<file path="src/rtl/moving_avg_pkg.sv">
// Shared types and sizing for the moving-average controller.
// The accumulator is ADDR_WIDTH bits wider than a sample so that the sum of
// a full window of extreme values always fits.
package moving_avg_pkg;

    // Controller phases: CLEAR zeroes the window, RUN accepts samples.
    typedef enum logic [0:0] {
        CLEAR = 1'b0,
        RUN   = 1'b1
    } state_e;

    localparam int DEF_DATA_WIDTH = 24;
    localparam int DEF_ADDR_WIDTH = 4;

    // Accumulator width for the default configuration.
    localparam int ACC_WIDTH = DEF_DATA_WIDTH + DEF_ADDR_WIDTH;

    // Accumulator width for an arbitrary configuration.
    function automatic int acc_width(input int data_width, input int addr_width);
        return data_width + addr_width;
    endfunction

endpackage

</file>
<file path="src/rtl/reg_file.sv">
// Simple register file: one synchronous write port, one asynchronous read
// port. Contents are not reset; the owner is responsible for initialising them.
module reg_file #(
    parameter int DATA_WIDTH = 24,
    parameter int ADDR_WIDTH = 4
) (
    input  logic                  clk,
    input  logic                  w_en,
    input  logic [ADDR_WIDTH-1:0] w_addr,
    input  logic [DATA_WIDTH-1:0] w_data,
    input  logic [ADDR_WIDTH-1:0] r_addr,
    output logic [DATA_WIDTH-1:0] r_data
);

    localparam int DEPTH = 1 << ADDR_WIDTH;

    logic [DATA_WIDTH-1:0] mem_r [DEPTH];

    // Write port: store w_data at w_addr when enabled.
    always_ff @(posedge clk) begin
        if (w_en) begin
            mem_r[w_addr] <= w_data;
        end
    end

    assign r_data = mem_r[r_addr];

endmodule

</file>
<file path="src/rtl/moving_avg_ctrl.sv">
// Moving-average controller over a window of N = 2**ADDR_WIDTH signed samples.
// A running sum is kept: each accepted sample replaces the oldest entry and
// the sum is adjusted by (new - old). The average is the sum shifted right
// arithmetically by ADDR_WIDTH, i.e. floor division by N. Until the window
// has been filled the missing entries read as zero.
module moving_avg_ctrl
    import moving_avg_pkg::*;
#(
    parameter int DATA_WIDTH = 24,
    parameter int ADDR_WIDTH = 4
) (
    input  logic                         clk,
    input  logic                         reset_n,
    input  logic                         flush,
    input  logic                         in_valid,
    output logic                         in_ready,
    input  logic signed [DATA_WIDTH-1:0] in_data,
    output logic                         out_valid,
    input  logic                         out_ready,
    output logic signed [DATA_WIDTH-1:0] out_data,
    output logic                         primed
);

    localparam int SUM_W = acc_width(DATA_WIDTH, ADDR_WIDTH);
    localparam int N     = 1 << ADDR_WIDTH;

    localparam logic [ADDR_WIDTH-1:0] LAST_ADDR = ADDR_WIDTH'(N - 1);
    localparam logic [ADDR_WIDTH-1:0] ADDR_ONE  = ADDR_WIDTH'(1);
    localparam logic [ADDR_WIDTH-1:0] ADDR_ZERO = ADDR_WIDTH'(0);
    localparam logic [ADDR_WIDTH:0]   FILL_FULL = (ADDR_WIDTH + 1)'(N);
    localparam logic [ADDR_WIDTH:0]   FILL_ONE  = (ADDR_WIDTH + 1)'(1);
    localparam logic [ADDR_WIDTH:0]   FILL_ZERO = (ADDR_WIDTH + 1)'(0);
    localparam logic signed [SUM_W-1:0]      SUM_ZERO  = SUM_W'(0);
    localparam logic signed [DATA_WIDTH-1:0] DATA_ZERO = DATA_WIDTH'(0);

    // Control state
    state_e                  state_r;
    state_e                  state_s;
    logic [ADDR_WIDTH-1:0]   clr_cnt_r;
    logic [ADDR_WIDTH-1:0]   wptr_r;
    logic [ADDR_WIDTH:0]     fill_r;

    // Datapath state
    logic signed [SUM_W-1:0]      sum_r;
    logic signed [SUM_W-1:0]      sum_next_s;
    logic signed [SUM_W-1:0]      in_ext_s;
    logic signed [SUM_W-1:0]      old_ext_s;
    logic                         out_valid_r;
    logic signed [DATA_WIDTH-1:0] out_data_r;

    // Decoded controls and storage port signals
    logic                    in_ready_s;
    logic                    accept_s;
    logic                    w_en_s;
    logic [ADDR_WIDTH-1:0]   w_addr_s;
    logic [DATA_WIDTH-1:0]   w_data_s;
    logic [DATA_WIDTH-1:0]   old_s;

    reg_file #(
        .DATA_WIDTH (DATA_WIDTH),
        .ADDR_WIDTH (ADDR_WIDTH)
    ) u_reg_file (
        .clk    (clk),
        .w_en   (w_en_s),
        .w_addr (w_addr_s),
        .w_data (w_data_s),
        .r_addr (wptr_r),
        .r_data (old_s)
    );

    // State register.
    always_ff @(posedge clk or negedge reset_n) begin
        if (!reset_n) begin
            state_r <= CLEAR;
        end else begin
            state_r <= state_s;
        end
    end

    // Next-state: CLEAR lasts until the last address has been zeroed, a flush
    // in either state (re)starts the clear sweep.
    always_comb begin
        state_s = state_r;
        case (state_r)
            CLEAR: begin
                if (!flush && (clr_cnt_r == LAST_ADDR)) begin
                    state_s = RUN;
                end else begin
                    state_s = CLEAR;
                end
            end
            RUN: begin
                if (flush) begin
                    state_s = CLEAR;
                end else begin
                    state_s = RUN;
                end
            end
            default: begin
                state_s = CLEAR;
            end
        endcase
    end

    // Outputs of the FSM: handshake, accept strobe and storage write port.
    always_comb begin
        in_ready_s = 1'b0;
        accept_s   = 1'b0;
        w_en_s     = 1'b0;
        w_addr_s   = wptr_r;
        w_data_s   = in_data;
        case (state_r)
            CLEAR: begin
                w_en_s   = 1'b1;
                w_addr_s = clr_cnt_r;
                w_data_s = DATA_ZERO;
            end
            RUN: begin
                // A held result blocks input until downstream takes it.
                in_ready_s = !out_valid_r || out_ready;
                // A same-cycle flush discards the sample.
                accept_s   = in_ready_s && in_valid && !flush;
                w_en_s     = accept_s;
                w_addr_s   = wptr_r;
                w_data_s   = in_data;
            end
            default: begin
                in_ready_s = 1'b0;
                accept_s   = 1'b0;
                w_en_s     = 1'b0;
            end
        endcase
    end

    // Running-sum update: add the new sample, drop the one it replaces.
    always_comb begin
        in_ext_s   = {{ADDR_WIDTH{in_data[DATA_WIDTH-1]}}, in_data};
        old_ext_s  = {{ADDR_WIDTH{old_s[DATA_WIDTH-1]}}, old_s};
        sum_next_s = sum_r + in_ext_s - old_ext_s;
    end

    // Clear sweep address: advances only while clearing, restarts on flush.
    always_ff @(posedge clk or negedge reset_n) begin
        if (!reset_n) begin
            clr_cnt_r <= ADDR_ZERO;
        end else if ((state_r == CLEAR) && !flush) begin
            clr_cnt_r <= clr_cnt_r + ADDR_ONE;
        end else begin
            clr_cnt_r <= ADDR_ZERO;
        end
    end

    // Window write pointer, running sum and fill counter.
    always_ff @(posedge clk or negedge reset_n) begin
        if (!reset_n) begin
            wptr_r <= ADDR_ZERO;
            sum_r  <= SUM_ZERO;
            fill_r <= FILL_ZERO;
        end else if ((state_r == CLEAR) || flush) begin
            wptr_r <= ADDR_ZERO;
            sum_r  <= SUM_ZERO;
            fill_r <= FILL_ZERO;
        end else if (accept_s) begin
            wptr_r <= wptr_r + ADDR_ONE;
            sum_r  <= sum_next_s;
            if (fill_r != FILL_FULL) begin
                fill_r <= fill_r + FILL_ONE;
            end else begin
                fill_r <= fill_r;
            end
        end else begin
            wptr_r <= wptr_r;
            sum_r  <= sum_r;
            fill_r <= fill_r;
        end
    end

    // Result register: load on accept, hold while stalled, drop when taken.
    always_ff @(posedge clk or negedge reset_n) begin
        if (!reset_n) begin
            out_valid_r <= 1'b0;
            out_data_r  <= DATA_ZERO;
        end else if ((state_r == CLEAR) || flush) begin
            out_valid_r <= 1'b0;
            out_data_r  <= out_data_r;
        end else if (accept_s) begin
            out_valid_r <= 1'b1;
            // Upper DATA_WIDTH bits of the sum == sum >>> ADDR_WIDTH.
            out_data_r  <= sum_next_s[SUM_W-1:ADDR_WIDTH];
        end else if (out_ready) begin
            out_valid_r <= 1'b0;
            out_data_r  <= out_data_r;
        end else begin
            out_valid_r <= out_valid_r;
            out_data_r  <= out_data_r;
        end
    end

    assign in_ready  = in_ready_s;
    assign out_valid = out_valid_r;
    assign out_data  = out_data_r;
    assign primed    = (fill_r == FILL_FULL);

endmodule

</file>
<file path="config.mk">
export PLATFORM = sky130hd
export DESIGN_NAME = moving_avg_ctrl
export DESIGN_NICKNAME = d
export VERILOG_FILES = /design/src/rtl/moving_avg_pkg.sv /design/src/rtl/reg_file.sv /design/src/rtl/moving_avg_ctrl.sv
export SDC_FILE = /design/constraint.sdc
export NUM_CORES = 1
export LEC_CHECK = 0
export ABC_AREA = 1
export CORE_MARGIN = 2
export CORE_UTILIZATION = 55
export CTS_BUF_LIST = sky130_fd_sc_hd__clkbuf_2
export CTS_CLUSTER_DIAMETER = 50
export CTS_CLUSTER_SIZE = 24
export DETAILED_ROUTE_END_ITERATION = 12
export HOLD_SLACK_MARGIN = 0.1
export PLACE_DENSITY = 0.75
export SLEW_MARGIN = 10
export SYNTH_ARGS = -nofsm -noshare
export SYNTH_HDL_FRONTEND = slang
export SYNTH_SLANG_ARGS = --single-unit
export TNS_END_PERCENT = 5
</file>
<file path="constraint.sdc">
create_clock -name clk -period 3.25 [get_ports clk]
set_clock_uncertainty 0.05 [all_clocks]
set_input_delay 0.65 -clock clk [delete_from_list [all_inputs] [get_ports clk]]
set_output_delay 0.65 -clock clk [all_outputs]
set_load 0.05 [all_outputs]
</file>
==> metrics.txt <==
outcome finished, violations left; failing checks negative setup slack; # nets final roughly 2200; period utilization 1.14; first-pass detailed-route iteration total 9; final hold vios 0; Layout fillers 2601; largest net degree at the start of global routing slightly below 70; Hold Crit Class in -> async; CP endpoint kind flip-flop; Die X slightly below 200 um; most used cell, CP nand2_1; buffers and inverters on the worst path 6; R2R setup slack -0.46 ns; Starting Density 0.560; Startpoint Class flip-flop; Reg2Reg Depth 20; quantity of I/O buffers inserted on ports 55; worst reg2reg path endpoint sum_r[14]; Synth Instances 1903; Post-Syn Nets 1992; Required @ worst endpoint approximately 4 ns; Core Area 0.0368 mm^2; CP Depth 20; worst slew pin tran 0.919 ns; DRC viols 0; first-pass GRT wire length 88900 um; number of slew-limit violations in the final report 0; vias in the first global route 15300; layout cells sized above 1 0.212; Clock Latency Late Sink 1.06 ns; Clock transition at path regs 0.35 ns; final wirelength 58700 um; CTS H-tree depth 2; top-level I/O count 56; CTS tree yes; synthesized area 0.0206 mm^2; GR Overflow Total 0; VDD IR max 0.000261 V; Inserted Clock Buffers 41; #FFs+latches synth between 400 and 500; number of DRC markers in iteration 0 1937; die height 198 um; Crit Path Category reg -> reg; Leak 10.0 nW; Bufs on Longest Clock Path 3; kind of cell adding the most delay to the critical path adder cells; CP max FO 12; WP data arrival 4.47 ns; RSZ-0062 raised after global routing yes; via count roughly 16000; pwr dens between 400 and 500 mW/mm^2; die footprint 0.0390 mm^2; vias per cell 5.97; CP max-delay cell dfrtp_4; GRT Total Usage 0.305; final worst slack -0.464 ns; RR Startpoint wptr_r[0]; YS warnings 0; sequential share of the synthesized area 0.641; # setup viols final 48; minimum clock period 3.71 ns; Synth Area per Inst 10.8 um^2; Max Cap Viol 0; CTS sink count roughly 450; Rows 70; Routed Antenna Nets 0; worst rel slew slack 0.387; final RePlAce weighted congestion 0.999; Final HPWL DP 35900 um; initial antenna violation count 2; Tot Pwr roughly 12 mW; DR WL/cell 22.6 um; Root Driver clkbuf_2; P&R area growth vs syn 20.5%; post-place setup slack -0.536 ns; worst path cell trace buf_12 > buf_16 > clkbuf_16 > o21ai_1 > o221ai_1 > o211ai_1 > nand2_1 > fa_1 > inv_1 > ha_4 > nand2_4 > inv_4 > nand2_4 > nor3_4 > nand2_1 > nand2_1 > a21oi_1 > o21ai_1 > buf_4 > o21ai_2; synth unique cells 39; Slowest Stage Delay on Critical Path 0.58 ns; fmax 269 MHz
-- report_power, final --
part           switching [mW]  internal [mW]
clock network            2.10          0.856
registers              0.0769           6.40
logic                    1.39          0.909
total                    3.56           8.17
-- sequential cells by signal, summed over array words and instances, names as in the netlist --
| signal | count |
|---|---|
| out_data | 24 |
| fill_r | 5 |
| sum_r | 28 |
| clr_cnt_r | 4 |
| out_valid | 1 |
| state_r | 1 |
| u_reg_file.mem_r | 384 |
| wptr_r | 4 |
-- worst reg2reg max path, cell delays in order (launching register included) --
cell and delay, ns:
dfrtp_4 0.58, buf_12 0.17, buf_16 0.17, clkbuf_16 0.19
o21ai_1 0.17, o221ai_1 0.17, o211ai_1 0.13, nand2_1 0.13
fa_1 0.49, inv_1 0.06, ha_4 0.31, nand2_4 0.07
inv_4 0.06, nand2_4 0.05, nor3_4 0.23, nand2_1 0.08
nand2_1 0.08, a21oi_1 0.07, o21ai_1 0.09, buf_4 0.14
o21ai_2 0.05
-- placed cells by master, fill, tap and decap left out, types with 5 or more instances in the layout --
master           count
a21oi_1             18
a21oi_2             10
buf_12              29
buf_16               9
buf_4              141
bufbuf_16            5
clkbuf_2            42
clkdlybuf4s50_1     52
clkinv_1             5
dfrtp_1             64
edfxtp_1           384
fa_1                26
ha_1                 8
ha_4                24
inv_1              224
inv_2               14
inv_6                6
nand2_1            271
nand2_2             49
nand2_4              7
nand3_1             43
nand3_2             15
nand4_1              7
nor2_1             212
nor2_2              36
nor2_4               8
o211ai_1            27
o21ai_0            141
o21ai_1             76
o21ai_2             10
o221ai_1            68
o22ai_1             30
xor2_1               8
-- worst max path at each step --
stage / end / slack (ns) / start
2_1_floorplan: sum_r[17] / 0.19 / wptr_r[0]
3_3_place_gp: out_data[18] / -0.48 / wptr_r[0]
3_5_place_dp: out_data[18] / -0.54 / wptr_r[0]
4_1_cts: sum_r[21] / -0.35 / wptr_r[0]
5_1_grt: out_data[10] / -0.67 / wptr_r[0]
6_report: sum_r[14] / -0.46 / wptr_r[0]
-- cell type report --
cell class                 instances  area, um^2  area share
multi-input combinational       1121        6820       0.274
antenna                            1        2.50    0.000101
timing repair buffer             244        2680       0.108
timing repair inverter             1        11.3    0.000453
sequential                       451       13200       0.532
clock buffer                      42         210     0.00846
tap                              468         586      0.0236
clock inverter                    32         390      0.0157
inverter                         242         926      0.0373
-- repair_timing --
action / 4_1_cts / 5_1_grt
gates cloned: 11 / 2
setup buffers: 11 / 2
setup endpoints to repair: 50 / 50
hold endpoints to repair: 67 / 0
pin swaps: 63 / 49
hold buffers: 1 / 0
resized for setup: 178 / 79
-- layer usage --
layer  GRT usage  wire [um]  vias up
met5           0          8        -
met4       0.127       2200        2
met3      0.0553       6130      163
met2       0.497      28000      966
met1       0.407      22400     7446
li1            -          -     6952
-- stage by stage --
step	hold WS (ns)	area, um^2	TNS [ns]	util	std cells
final	0.154	24800	-14.64	0.675	2602
after global routing	0.203	24800	-23.99	0.675	2602
after CTS	0.177	24600	-12.89	0.668	2597
after detailed placement	0.415	22900	-14.58	0.623	2500
after global placement	0.413	22900	-11.30	0.623	2500
after floorplan	0.304	20600	0	-	1903
-- kinds of logic (layout without fill, tap and decap cells) --
family	after synthesis	in the layout	share of synthesized area
and+or+nand+nor	665	665	0.129
DFF	451	451	0.641
AOI/OAI and AO/OA	386	386	0.113
buffers and inverters	331	561	0.0672
adders and majority gates	60	60	0.0463
xor gates and xnor gates	10	10	0.00425
other	0	1	0
-- synthesized netlist by cell type --
master      n  area, um^2
a211oi_1    1        7.51
a21o_1      1        7.51
a21oi_1    28         140
a21oi_4     1        16.3
a31oi_1     1        6.26
and2_1      2        12.5
buf_1       3        11.3
buf_2      34         170
buf_4       3        22.5
buf_6      11         124
clkbuf_1   33         124
clkbuf_2    5        25.0
clkinv_1    1        3.75
dfrtp_1    67        1680
edfxtp_1  384       11500
fa_1       27         541
ha_1       33         413
inv_1     236         886
inv_2       5        18.8
nand2_1   325        1220
nand2_2     2        12.5
nand3_1    59         295
nand3b_1    4        30.0
nand4_1     7        43.8
nor2_1    254         953
nor2_4      2        22.5
nor3_1      5        25.0
nor3_2      1        10.0
nor3b_1     3        22.5
o211ai_1   27         203
o211ai_2    1        12.5
o21ai_0   192         961
o21ai_1    35         175
o21bai_1    1        7.51
o221ai_1   68         596
o22ai_1    30         188
or2_2       1        6.26
xnor2_1     2        17.5
xor2_1      8        70.1
No activity file was read; power rests on OpenSTA's default activity.
==> RTL edit 1, RTL diff (config.mk and constraints unchanged) <==
Make the reset (`reset_n`) synchronous in 4 clocked blocks. Comments in the files are not updated.
--- a/src/rtl/moving_avg_ctrl.sv
+++ b/src/rtl/moving_avg_ctrl.sv
@@ -70,5 +70,5 @@
 
     // State register.
-    always_ff @(posedge clk or negedge reset_n) begin
+    always_ff @(posedge clk) begin
         if (!reset_n) begin
             state_r <= CLEAR;
@@ -141,5 +141,5 @@
 
     // Clear sweep address: advances only while clearing, restarts on flush.
-    always_ff @(posedge clk or negedge reset_n) begin
+    always_ff @(posedge clk) begin
         if (!reset_n) begin
             clr_cnt_r <= ADDR_ZERO;
@@ -152,5 +152,5 @@
 
     // Window write pointer, running sum and fill counter.
-    always_ff @(posedge clk or negedge reset_n) begin
+    always_ff @(posedge clk) begin
         if (!reset_n) begin
             wptr_r <= ADDR_ZERO;
@@ -177,5 +177,5 @@
 
     // Result register: load on accept, hold while stalled, drop when taken.
-    always_ff @(posedge clk or negedge reset_n) begin
+    always_ff @(posedge clk) begin
         if (!reset_n) begin
             out_valid_r <= 1'b0;
Check against the original RTL: same outputs for any inputs over 10 cycles, from zero or initial values and one cycle with reset_n low; that may be too few to reach the edited logic, so the function may still have changed.
==> RTL edit 1 against the unedited design <==
  * The run still ends with setup timing left
  * Area after synthesis is 1.7% higher
  * Design area is 2.6% higher
  * Power is 7.4% lower
  * Sequential cell count is 4 higher
  * Combinational power is 39% lower
  * Critical path type unchanged
  * Wire length is 5.3% lower
  * Highest routed layer unchanged
  * Largest power group unchanged
  * Non-clock buffer count is 19 lower
  * Worst hold slack better by 120 ps
  * Worst setup slack better by 75 ps
==> RTL edit 1: results (changes against the unedited design) <==
status: "finished with violations"
violations: "setup timing"
arrival_ps: 4460  # about the same
dpl-instance-area_mm2: 0.0233  # +1.5%
power_leakage_nw: 9.45  # -5.4%
antenna_found_initial: 4  # +2
relSlewSlack_pct: 29.1  # -9.6 points
grt_pass1_wl_um: 83200  # -6.4%
critical_path.top_delay_family: "simple AND/OR/NAND/NOR gates"
place_hpwl_um: 33500  # -6.7%
cts_buffers: 40  # -2.4%
area_delta_synth_final_pct: 21.6
fin_tns_setup_ps: -11450  # +3190 ps
drive_gt1_share_pct: 22.3  # +1.0 points
ys_top_cells_by_count: "edfxtp_1 (384), inv_1 (326), nand2_1 (296)"
dp_slack_ps: -404  # +132 ps
avgRoutedWirePerCell_um: 21.0  # -6.8%
setup_viol: 45  # -6.3%
hold_class: "primary input to flip-flop"
finalWorstSetupSlack_ps: -389  # +75.3 ps
slowest_delay_ps: 500  # -80 ps
swShare_pct: 27.5  # -2.9 points
grt_max_degree: 48  # -29%
ir_worst_vdd_mv: 0.246  # -5.6%
place.gp.congestion: 0.936  # -6.3%
grtUsageTotal_pct: 28.1  # -2.4 points
drt_iter0_drc: 1586  # -18%
die_w_um: 199  # +0.83%
fin_nets: 2187  # -0.18%
yosys-top-cells-area: "edfxtp_1 (55%), dfxtp_1 (6.8%), inv_1 (5.8%)"
slowest_stage: "fa_1"
synthArstFlopShare_pct: 0  # -15 points
synth-seq-area-share_pct: 61.8  # -2.3 points
drt_pass1_iterations: 5  # -4
synth_nets: 2006  # +0.70%
vias_per_cell: 5.69  # -4.6%
-- RTL edit 1: changes by cell type after synthesis, moves of 27 or more --
cell      delta
o22ai_1     -30
mux2i_1     +96
o211ai_1    +69
dfxtp_1     +71
o221ai_1    -68
a21oi_1    +149
o21ai_1     -27
nor2_1     -187
nand2_1     -29
dfrtp_1     -67
inv_1       +90
o21ai_0     -73
-- RTL edit 1: logic make-up after synthesis --
family	Yosys count	share of synthesized area, %
AND/OR/NAND/NOR	475	9.47
adder cells (fa/ha/maj)	60	4.55
multiplexers	96	4.58
buffers and inverters	416	8.32
AO/OA/AOI/OAI	409	11.0
flip-flops	455	61.8
XOR/XNOR	6	0.251
-- RTL edit 1: tightest hold or removal path, delay by kind of cell --
family / cells / cell delay, ps
buffers and inverters: 2 / 530
AOI/OAI and AO/OA: 1 / 70
and+or+nand+nor: 1 / 50
-- RTL edit 1: layout make-up --
cell class / count / share of cell area (%)
clock buffer: 43 / 0.844
tap: 511 / 2.51
inverter: 330 / 4.87
sequential: 455 / 50.8
multi-input combinational: 1046 / 28.7
clock inverter: 31 / 1.78
timing repair buffer: 225 / 10.4
antenna: 2 / 0.0196
-- RTL edit 1: final timing paths --
kind	from	to	slack, ps	cells past startpoint
max	flip-flop	out_data[19]	-390	20
min	out_ready	out_valid	270	4
max reg2reg	flip-flop	out_data[19]	-390	20
min reg2reg	out_data[10]	out_data[10]	430	2
-- RTL edit 1: routing by layer --
layer / track usage (%) / wire length, µm / vias up
met5: 0 / 27 / -
met4: 10.6 / 1950 / 4
met3: 4.61 / 5020 / 139
met2: 47.3 / 27000 / 762
met1: 36.7 / 21600 / 7218
li1: - / - / 6928
-- RTL edit 1: per-stage QoR --
stage               hold WS (ps)  power [W]  std cells
floorplan                    380    0.00701       1917
global route                 255     0.0112       2642
finish                       273     0.0109       2643
detailed placement           405    0.00745       2534
CTS                          224     0.0107       2624
global placement             399    0.00743       2534
-- RTL edit 1: power by group through the flow --
stage          sequential, W  clock [W]  combinational (W)
3_3_place_gp         0.00642          0            0.00101
4_1_cts              0.00630    0.00319            0.00126
3_5_place_dp         0.00643          0            0.00102
2_1_floorplan        0.00642          0           0.000582
5_1_grt              0.00631    0.00341            0.00152
6_report             0.00630    0.00315            0.00140
-- RTL edit 1: what timing repair did --
action,CTS,global route
pin swaps,51,65
setup endpoints to repair,49,50
gates cloned,8,5
gates resized for setup,167,115
setup buffers,8,12
==> RTL edit 2, RTL diff (same flow settings) <==
Without the edit above. `DATA_WIDTH` is set to 24 in 2 places; all go to 20.
--- a/src/rtl/reg_file.sv
+++ b/src/rtl/reg_file.sv
@@ -2,5 +2,5 @@
 // port. Contents are not reset; the owner is responsible for initialising them.
 module reg_file #(
-    parameter int DATA_WIDTH = 24,
+    parameter int DATA_WIDTH = 20,
     parameter int ADDR_WIDTH = 4
 ) (
--- a/src/rtl/moving_avg_ctrl.sv
+++ b/src/rtl/moving_avg_ctrl.sv
@@ -7,5 +7,5 @@
     import moving_avg_pkg::*;
 #(
-    parameter int DATA_WIDTH = 24,
+    parameter int DATA_WIDTH = 20,
     parameter int ADDR_WIDTH = 4
 ) (
Interface: changed (resized in_data and out_data); port bits go from 56 to 48. No check against the original RTL was run, so the function may have changed too.
==> RTL edit 2 against the unedited design <==
  * The flow still finishes with violations (setup timing)
  * Worst setup slack improved by 230 ps
  * Count of clock-buffer cells in the layout decreased by 5
  * Critical endpoint is now sum_r[9]
  * Power decreased by 16%
  * Critical path type unchanged
  * Global-route usage decreased by 0.95 points
  * Critical path depth decreased by 1
  * Area after synthesis decreased by 16%
  * Design area decreased by 15%
  * Wire length decreased by 18%
  * Core utilization decreased by 0.088 points
  * Maximum frequency increased by 6.7%
  * Sequential cell count decreased by 72
==> RTL edit 2: results (changes against the unedited design) <==
yosysWarnings: 0  # unchanged
vias: 13100  # -16%
finalWorstSetupSlack_ps: -230  # +235 ps
setup_viol: 40  # -17%
regMostFlops: "u_reg_file.mem_r"
critical_path.endpoint: "sum_r[9]"
grt_pass1_wl_um: 73900  # -17%
cts_buffers: 35  # -15%
port_buffers: 47  # -15%
avgRoutedWirePerCell_um: 21.8  # -3.2%
drt_iter0_drc: 1592  # -18%
clockRootBuffer: "clkbuf_2"
power_leakage_nw: 8.39  # -16%
grtUsageTotal_pct: 29.6  # -0.95 points
grt_max_degree: 43  # -37%
fin_nets: 1857  # -15%
htree_levels: 2  # unchanged
place.gp.congestion: 0.931  # -6.8%
clock_path_buffers: 3  # unchanged
drc: 0  # unchanged
yosysUniqueCellTypes: 38  # -2.6%
place_hpwl_um: 30400  # -15%
cp_max_fo: 14  # +2
largest_reg_flops: 320  # -17%
yosys-top-cells-area: "edfxtp_1 (55%), dfrtp_1 (8.5%), nand2_1 (5.9%)"
holdWs_ps: 209  # +55.4 ps
synthFlopType: "edfxtp_1"
synth-seq-area-share_pct: 63.8  # -0.27 points
regArea_mm2: 0.0111  # -16%
synthArstFlopShare_pct: 15.6  # +0.71 points
r2r_cells: 19  # -5.0%
ir_worst_vdd_mv: 0.294  # +13%
synth_nets: 1692  # -15%
violations: "setup timing"
dpl-instance-area_mm2: 0.0194  # -15%
nFillCells: 2231  # -14%
relSlewSlack_pct: 51.1  # +12 points
status: "finished with violations"
clk_pin_slew_ps: 280  # -70 ps
startpoint: "wptr_r[0]"
dp_slack_ps: -253  # +282 ps
antenna_found_initial: 2  # unchanged
arrival_ps: 4220  # -250 ps
synth_edf_count: 320  # -17%
clk_latency_ps: 990  # -70 ps
hold_class: "primary input to async pin"
drive_gt1_share_pct: 23.2  # +1.9 points
drt_pass1_iterations: 5  # -4
ys_top_cells_by_count: "edfxtp_1 (320), nand2_1 (271), nor2_1 (214)"
-- RTL edit 2: cell types whose count changed in the layout (fill, tap and decap cells not counted), sizes merged, moves of 12 or more --
cell	delta
o21ai	-37
o211ai	-12
buf	-32
nand2	-49
inv	-35
nor2	-35
edfxtp	-64
-- RTL edit 2: power breakdown --
group | leakage (nW) | switching, W | total (W) | internal (W)
clock | 0.297 | 0.00177 | 0.00247 | 0.000700
sequential | 3.75 | 0.0000689 | 0.00544 | 0.00537
combinational | 4.35 | 0.00118 | 0.00196 | 0.000782
total | 8.39 | 0.00302 | 0.00987 | 0.00686
-- RTL edit 2: area by class of cell --
type                       count  share of cell area (%)
sequential                   379                    52.5
multi-input combinational    956                    28.5
timing repair buffer         201                    10.5
inverter                     206                    3.72
tap                          402                    2.38
clock inverter                27                    1.45
clock buffer                  37                   0.877
timing repair inverter         1                  0.0296
antenna                        1                  0.0119
-- RTL edit 2: through the flow --
step / setup TNS, ps / cells
after CTS: -1440 / 2206
final: -5180 / 2210
after detailed placement: -7380 / 2119
after floorplan: 0 / 1615
after global routing: -11360 / 2210
after global placement: -4440 / 2119
-- RTL edit 2: critical path, cell delays in order, from the launching register on --
cell and delay (ps):
dfrtp_4 580, buf_4 180, bufbuf_16 290, o21ai_1 160, o221ai_1 150, nand3_1 150, nand2_2 100, fa_1 490
inv_1 60, ha_4 300, nand2_1 60, nand2_2 110, nand2_1 80, nand2_2 80, inv_1 70, nand3_4 110
a21oi_2 60, o21ai_1 110, buf_4 140, o21ai_1 60
-- RTL edit 2: metal layers --
metal / track usage (%) / share of wire, %
met2: 50.1 / 50
met5: 0 / 0.027
met1: 38.2 / 38
met4: 12.9 / 4.0
met3: 4.57 / 8.5
-- RTL edit 2: repair_timing --
| action | 4_1_cts | 5_1_grt |
|---|---|---|
| hold buffers | 1 | 0 |
| endpoints found under the hold margin | 27 | 0 |
| gates cloned | 8 | 0 |
| gates resized for setup | 186 | 69 |
| pin swaps | 69 | 31 |
| endpoints found under the setup margin | 41 | 42 |
| setup buffers | 14 | 3 |
-- RTL edit 2: cells by family (layout without fill, tap and decap cells) --
group                    Yosys count  count (layout)  share of synthesized area (%)
AO/OA/AOI/OAI                    310             310                           10.8
buffers and inverters            280             472                           6.42
AND/OR/NAND/NOR                  587             587                           13.9
adder cells (fa/ha/maj)           52              52                           4.74
XOR/XNOR                           7               7                          0.353
flip-flops                       379             379                           63.8
other                              0               1                              0
